File: config.mk
export PLATFORM = sky130hd
export DESIGN_NAME = ec_decryption
export DESIGN_NICKNAME = d
export VERILOG_FILES = /design/src/rtl/ec_decryption.sv
export SDC_FILE = /design/constraint.sdc
export NUM_CORES = 1
export LEC_CHECK = 0
export ABC_AREA = 1
export BUFFER_PORTS_ARGS = -buffer_cell sky130_fd_sc_hd__buf_2
export CAP_MARGIN = 20
export CORE_MARGIN = 8
export CORE_UTILIZATION = 29
export DETAILED_ROUTE_END_ITERATION = 16
export PLACE_DENSITY = 0.42
export RECOVER_POWER = 100
export SYNTH_ARGS = -nofsm -noshare
export SYNTH_HDL_FRONTEND = slang
export SYNTH_SLANG_ARGS = --single-unit
File: constraint.sdc
create_clock -name clk -period 14 [get_ports clk]
set_input_delay 3.5 -clock clk [delete_from_list [all_inputs] [get_ports clk]]
set_output_delay 3.5 -clock clk [all_outputs]
set_load 0.05 [all_outputs]
File: src/rtl/ec_decryption.sv
// ec_decryption: sequential EC-ElGamal decryptor, M = C2 - d*C1.
//
// Curve: y^2 = x^3 + 5 over GF(7). Its group has prime order 7, so the complete
// homogeneous-projective addition law used below covers every case: doubling,
// P + (-P) and the identity (0,1,0). No input needs special handling.
//
// d*C1 is computed MSB-first with double-and-add over a single shared
// point-addition datapath. The sum is computed on every ADD step and only
// committed when the key bit is 1, so latency does not depend on the key.
// A final step adds C2 to the negated accumulator.
//
// Optional macro DEC_VARTIME_EN: skip leading zero key bits. The accumulator
// is preloaded with C1 at accept, which gives a key-dependent latency and
// identical results.
//
// Ports:
//   clk, reset                : clock; synchronous active-high reset
//   in_valid / in_ready       : ciphertext and key handshake (ready only in idle)
//   x_C1..z_C1, x_C2..z_C2    : ciphertext points C1, C2 (projective)
//   priv_key                  : private scalar d
//   out_valid / out_ready     : plaintext handshake (valid held until taken)
//   x/y/z_Plaintext           : recovered point M (projective)
//   Decryption_complete       : one-cycle pulse when out_valid rises
module ec_decryption #(
  parameter int unsigned N     = 3,
  parameter int unsigned KEY_W = 3,
  parameter int unsigned P     = 7
) (
  input  logic             clk,
  input  logic             reset,
  input  logic             in_valid,
  output logic             in_ready,
  input  logic [N-1:0]     x_C1,
  input  logic [N-1:0]     y_C1,
  input  logic [N-1:0]     z_C1,
  input  logic [N-1:0]     x_C2,
  input  logic [N-1:0]     y_C2,
  input  logic [N-1:0]     z_C2,
  input  logic [KEY_W-1:0] priv_key,
  output logic             out_valid,
  input  logic             out_ready,
  output logic [N-1:0]     x_Plaintext,
  output logic [N-1:0]     y_Plaintext,
  output logic [N-1:0]     z_Plaintext,
  output logic             Decryption_complete
);

  localparam int unsigned IdxW   = (KEY_W > 1) ? $clog2(KEY_W) : 1;
  localparam int unsigned WW     = 2 * N;
  localparam int unsigned CurveB = 5;
  localparam logic [WW-1:0] PW   = WW'(P);
  localparam logic [N-1:0]  B3N  = N'((3 * CurveB) % P);

  typedef struct packed {
    logic [N-1:0] x;
    logic [N-1:0] y;
    logic [N-1:0] z;
  } point_t;

  typedef enum logic [2:0] {StIdle, StDbl, StAdd, StSub, StOut} state_e;

  localparam point_t Identity = '{x: '0, y: N'(1), z: '0};

  // Field helpers: operands are zero-extended to 2N bits and reduced mod P.
  function automatic logic [N-1:0] f_red(input logic [WW-1:0] a);
    return N'(a % PW);
  endfunction

  function automatic logic [N-1:0] f_add(input logic [N-1:0] a, input logic [N-1:0] b);
    return f_red({{N{1'b0}}, a} + {{N{1'b0}}, b});
  endfunction

  function automatic logic [N-1:0] f_sub(input logic [N-1:0] a, input logic [N-1:0] b);
    logic [WW-1:0] bb;
    bb = {{N{1'b0}}, b} % PW;
    return f_red({{N{1'b0}}, a} + PW - bb);
  endfunction

  function automatic logic [N-1:0] f_mul(input logic [N-1:0] a, input logic [N-1:0] b);
    return f_red({{N{1'b0}}, a} * {{N{1'b0}}, b});
  endfunction

  // Complete addition for a = 0 short Weierstrass curves, with b3 = 3b.
  function automatic point_t f_padd(input point_t p1, input point_t p2);
    logic [N-1:0] t0, t1, t2, xy, yz, xz, t0x3, s, d;
    point_t r;
    t0   = f_mul(p1.x, p2.x);
    t1   = f_mul(p1.y, p2.y);
    t2   = f_mul(B3N, f_mul(p1.z, p2.z));
    xy   = f_add(f_mul(p1.x, p2.y), f_mul(p2.x, p1.y));
    yz   = f_add(f_mul(p1.y, p2.z), f_mul(p2.y, p1.z));
    xz   = f_add(f_mul(p1.x, p2.z), f_mul(p2.x, p1.z));
    t0x3 = f_add(f_add(t0, t0), t0);
    s    = f_add(t1, t2);
    d    = f_sub(t1, t2);
    r.x  = f_sub(f_mul(xy, d), f_mul(B3N, f_mul(yz, xz)));
    r.y  = f_add(f_mul(s, d), f_mul(f_mul(B3N, xz), t0x3));
    r.z  = f_add(f_mul(yz, s), f_mul(t0x3, xy));
    return r;
  endfunction

  state_e           r_state, w_state_d;
  point_t           r_c1, w_c1_d;
  point_t           r_c2, w_c2_d;
  point_t           r_acc, w_acc_d;
  point_t           r_m, w_m_d;
  logic [KEY_W-1:0] r_key, w_key_d;
  logic [IdxW-1:0]  r_idx, w_idx_d;
  logic             r_out_valid, w_out_valid_d;
  logic             r_done, w_done_d;

  point_t w_pa_a, w_pa_b, w_pa_s, w_neg_acc;

  // Shared adder operand select.
  always_comb begin
    w_neg_acc   = r_acc;
    w_neg_acc.y = f_sub(N'(0), r_acc.y);
    w_pa_a      = r_acc;
    w_pa_b      = r_acc;
    unique case (r_state)
      StAdd: w_pa_b = r_c1;
      StSub: begin
        w_pa_a = r_c2;
        w_pa_b = w_neg_acc;
      end
      default: ;
    endcase
    w_pa_s = f_padd(w_pa_a, w_pa_b);
  end

`ifdef DEC_VARTIME_EN
  logic [IdxW-1:0] w_msb;
  logic            w_key_any;

  always_comb begin
    w_msb     = '0;
    w_key_any = 1'b0;
    for (int i = 0; i < int'(KEY_W); i++) begin
      if (priv_key[i]) begin
        w_msb     = IdxW'(i);
        w_key_any = 1'b1;
      end
    end
  end
`endif

  always_comb begin
    w_state_d     = r_state;
    w_c1_d        = r_c1;
    w_c2_d        = r_c2;
    w_acc_d       = r_acc;
    w_m_d         = r_m;
    w_key_d       = r_key;
    w_idx_d       = r_idx;
    w_out_valid_d = r_out_valid;
    w_done_d      = 1'b0;
    unique case (r_state)
      StIdle: begin
        if (in_valid) begin
          w_c1_d  = '{x: x_C1, y: y_C1, z: z_C1};
          w_c2_d  = '{x: x_C2, y: y_C2, z: z_C2};
          w_key_d = priv_key;
`ifdef DEC_VARTIME_EN
          // The top set bit is consumed by preloading C1.
          if (!w_key_any) begin
            w_acc_d   = Identity;
            w_state_d = StSub;
          end else begin
            w_acc_d = '{x: x_C1, y: y_C1, z: z_C1};
            if (w_msb == '0) begin
              w_state_d = StSub;
            end else begin
              w_idx_d   = w_msb - IdxW'(1);
              w_state_d = StDbl;
            end
          end
`else
          w_acc_d   = Identity;
          w_idx_d   = IdxW'(KEY_W - 1);
          w_state_d = StDbl;
`endif
        end
      end
      StDbl: begin
        w_acc_d   = w_pa_s;
        w_state_d = StAdd;
      end
      StAdd: begin
        if (r_key[r_idx]) begin
          w_acc_d = w_pa_s;
        end
        if (r_idx == '0) begin
          w_state_d = StSub;
        end else begin
          w_idx_d   = r_idx - IdxW'(1);
          w_state_d = StDbl;
        end
      end
      StSub: begin
        w_m_d         = w_pa_s;
        w_out_valid_d = 1'b1;
        w_done_d      = 1'b1;
        w_state_d     = StOut;
      end
      StOut: begin
        if (out_ready) begin
          w_out_valid_d = 1'b0;
          w_state_d     = StIdle;
        end
      end
      default: w_state_d = StIdle;
    endcase
  end

  always_ff @(posedge clk) begin
    if (reset) begin
      r_state     <= StIdle;
      r_c1        <= '0;
      r_c2        <= '0;
      r_acc       <= Identity;
      r_m         <= '0;
      r_key       <= '0;
      r_idx       <= '0;
      r_out_valid <= 1'b0;
      r_done      <= 1'b0;
    end else begin
      r_state     <= w_state_d;
      r_c1        <= w_c1_d;
      r_c2        <= w_c2_d;
      r_acc       <= w_acc_d;
      r_m         <= w_m_d;
      r_key       <= w_key_d;
      r_idx       <= w_idx_d;
      r_out_valid <= w_out_valid_d;
      r_done      <= w_done_d;
    end
  end

  assign in_ready            = (r_state == StIdle);
  assign out_valid           = r_out_valid;
  assign Decryption_complete = r_done;
  assign x_Plaintext         = r_m.x;
  assign y_Plaintext         = r_m.y;
  assign z_Plaintext         = r_m.z;

endmodule

==> out/results.ini <==
[outcome]
status = finished, violations left
failed_checks = negative setup slack

[timing]
finalCriticalPeriod_ps = 14010
relSlewSlack_pct = 32.4
worst_slack_ps = -13.3
finalSetupTns_ps = -29.1
hold_viol = 0
maxSlewViolCount = 0
period_share_pct = 100
rsz0062_at_grt = true
worst_pin_slew_ps = 1010
fin_skew_ps = 13.5
setup_viol = 3
fmax_mhz = 71.4

[critical_path]
critPathArrivalTime_ps = 14220
r2r_slack_ps = -10
required_ps = 14210
cp-end-kind = flop
worstSetupPathType = flop to flop
r2r_end = x_Plaintext[1]
critical_path.top_delay_family = adder cells
crit_path_start_kind = flop
reg2reg_from = r_acc[3]
startpoint = r_acc[3]
crit_buf_inv = 30
crit_path_max_incr_delay_ps = 600
path_common_cell = inv_2
endpoint = x_Plaintext[1]
r2r_cells = 109
cpMaxStageDelayCell = fa_2
path_depth = 109
path_max_fanout = 4

[min_path]
hold_class = flop to flop
hold_depth = 2

[final_layout]
drive_gt1_share_pct = 40.8
layout_commonest_cell = buf_4
n_antenna_cell = 0
fillers = 3938
multi_input_area_um2 = 10700
most-common-layout-cells = buf_4 (397), nand2_1 (318), inv_1 (304)
areaGrowthSynthToFinish_pct = 53.8
fin_nets = 2509
fin_util_pct = 44.9
regArea_um2 = 931

[placement]
gp_congestion = 0.821
dp.final_hpwl_um = 26000
io_buffers = 36

[global_route]
grt_pass1_wl_um = 53300
grt_pass1_vias = 12084
antenna_found_initial = 0
gr-usage-all-layers_pct = 13.8
grt_max_degree = 38
grt.overflow.total = 0

[yosys]
synth_top_area_share_pct = 19.3
syn-instance-count = 1827
synthTopCellsByArea = ha_1 (19%), nand2_1 (13%), inv_1 (12%)
avgSynthCellArea_um2 = 6.14
ys.warnings.count = 0
synth_edf_count = 0
yosysUniqueCellTypes = 58
ys_seq_area_share_pct = 8.20
synthArstFlopShare_pct = 0
ys.flop_type = dfxtp_1
synth.cell_area_um2 = 11200
syn_nets = 2064
ys_ff_latch = 46
synth.largest_area_cell = ha_1

[routing]
dr.pass1.iters = 4
postRouteWirelength_um = 32800
drt_iter0_drc = 376
remaining_drc_errors = 0
num_vias = 12578
postRouteAntennaNets = 0
via_per_inst = 4.51
avgRoutedWirePerCell_um = 11.8

[flow_run]
cap_violations = 0

[floorplanning]
fp.dieH_um = 213
core_um2 = 38500
io_pins = 37
die_w_um = 213
rows = 72
die_area_um2 = 45300
start_util_pct = 29.2

[clock_tree]
path_clk_slew_ps = 70
cts_tree = done
root_buffer = clkbuf_16
numClockSinks = 46
htreeDepth = 2
insertion_delay_ps = 300
clock_path_buffers = 2
cts_buffers = 5

Yosys cell counts, drive strengths merged (6+ instances only):
cell type and number:
a21oi 95, a31oi 19, clkbuf 11, dfxtp 46, fa 39, ha 173
inv 377, mux2 6, nand2 400, nand3 104, nand4 18, nor2 243
nor3 14, o211ai 9, o21a 10, o21ai 121, or2 14, xnor2 25
xor2 53
routing by layer:
layer	wire length [um]	GRT usage (%)	part of all wire, %
met5	0	0	0
met4	361	2.14	1.1
met3	371	0.954	1.1
met2	16800	25.6	51
met1	15300	17.4	47
cells by family after synthesis:
kind of cell    after synthesis  synth area share [%]
xor+xnor                     78                  6.09
compound gates              285                  14.5
simple gates                806                  31.0
buf+inv                     391                  13.1
mux                           9                 0.869
fa+ha+maj                   212                  26.2
flops                        46                  8.20
sequential cells by signal, indices dropped and copies added, names as in the netlist:
register and count:
r_c2 9, out_valid 1, r_idx 2, y_Plaintext 3, r_acc 9, Decryption_complete 1
z_Plaintext 3, r_c1 9, r_state 3, r_key 3, x_Plaintext 3
timing repair:
| item | 4_1_cts | 5_1_grt |
|---|---|---|
| pin swaps | 91 | 166 |
| endpoints found under the hold margin | 0 | 0 |
| hold buffers | 0 | 0 |
| endpoints found under the setup margin | 16 | 18 |
| gates resized for setup | 100 | 392 |
| buffers inserted | 70 | 83 |
through the flow:
| stage | instance area [um2] | setup WS [ps] | hold slack (ps) | std cells |
|---|---|---|---|---|
| after CTS | 15300 | 4.68 | 459 | 2715 |
| after detailed placement | 14300 | -707 | 443 | 2638 |
| after global routing | 17300 | -1030 | 488 | 2791 |
| after floorplan | 11500 | -22.7 | 425 | 1827 |
| final | 17300 | -13.3 | 455 | 2791 |
| after global placement | 14300 | -644 | 448 | 2638 |
worst min-delay path by stage:
stage	start	to	slack (ps)
final	r_c2[5]	r_c2[5]	450
after global routing	r_c2[7]	r_c2[7]	490
after CTS	r_c2[5]	r_c2[5]	460
after detailed placement	r_c2[1]	r_c2[1]	440
after global placement	r_c2[5]	r_c2[5]	450
after floorplan	r_c2[1]	r_c2[1]	420
cell type report:
type	instances	share of cell area (%)
multi-input combinational	1390	62.1
timing repair buffer	451	19.5
inverter	378	8.32
sequential	46	5.39
tap	518	3.75
clock buffer	6	0.870
clock inverter	2	0.0797
worst register-to-register path, delay by kind of cell (launching register included):
family | cells | cell delay (ps)
adder cells (fa/ha/maj) | 21 | 5380
AND/OR/NAND/NOR | 42 | 3390
AO/OA/AOI/OAI | 5 | 690
buffers and inverters | 30 | 2300
XOR/XNOR | 11 | 1810
flip-flops | 1 | 360
Power is left out: the tool's default activity adds up to more than one toggle a clock period on the data nets, which glitch-free logic cannot reach.
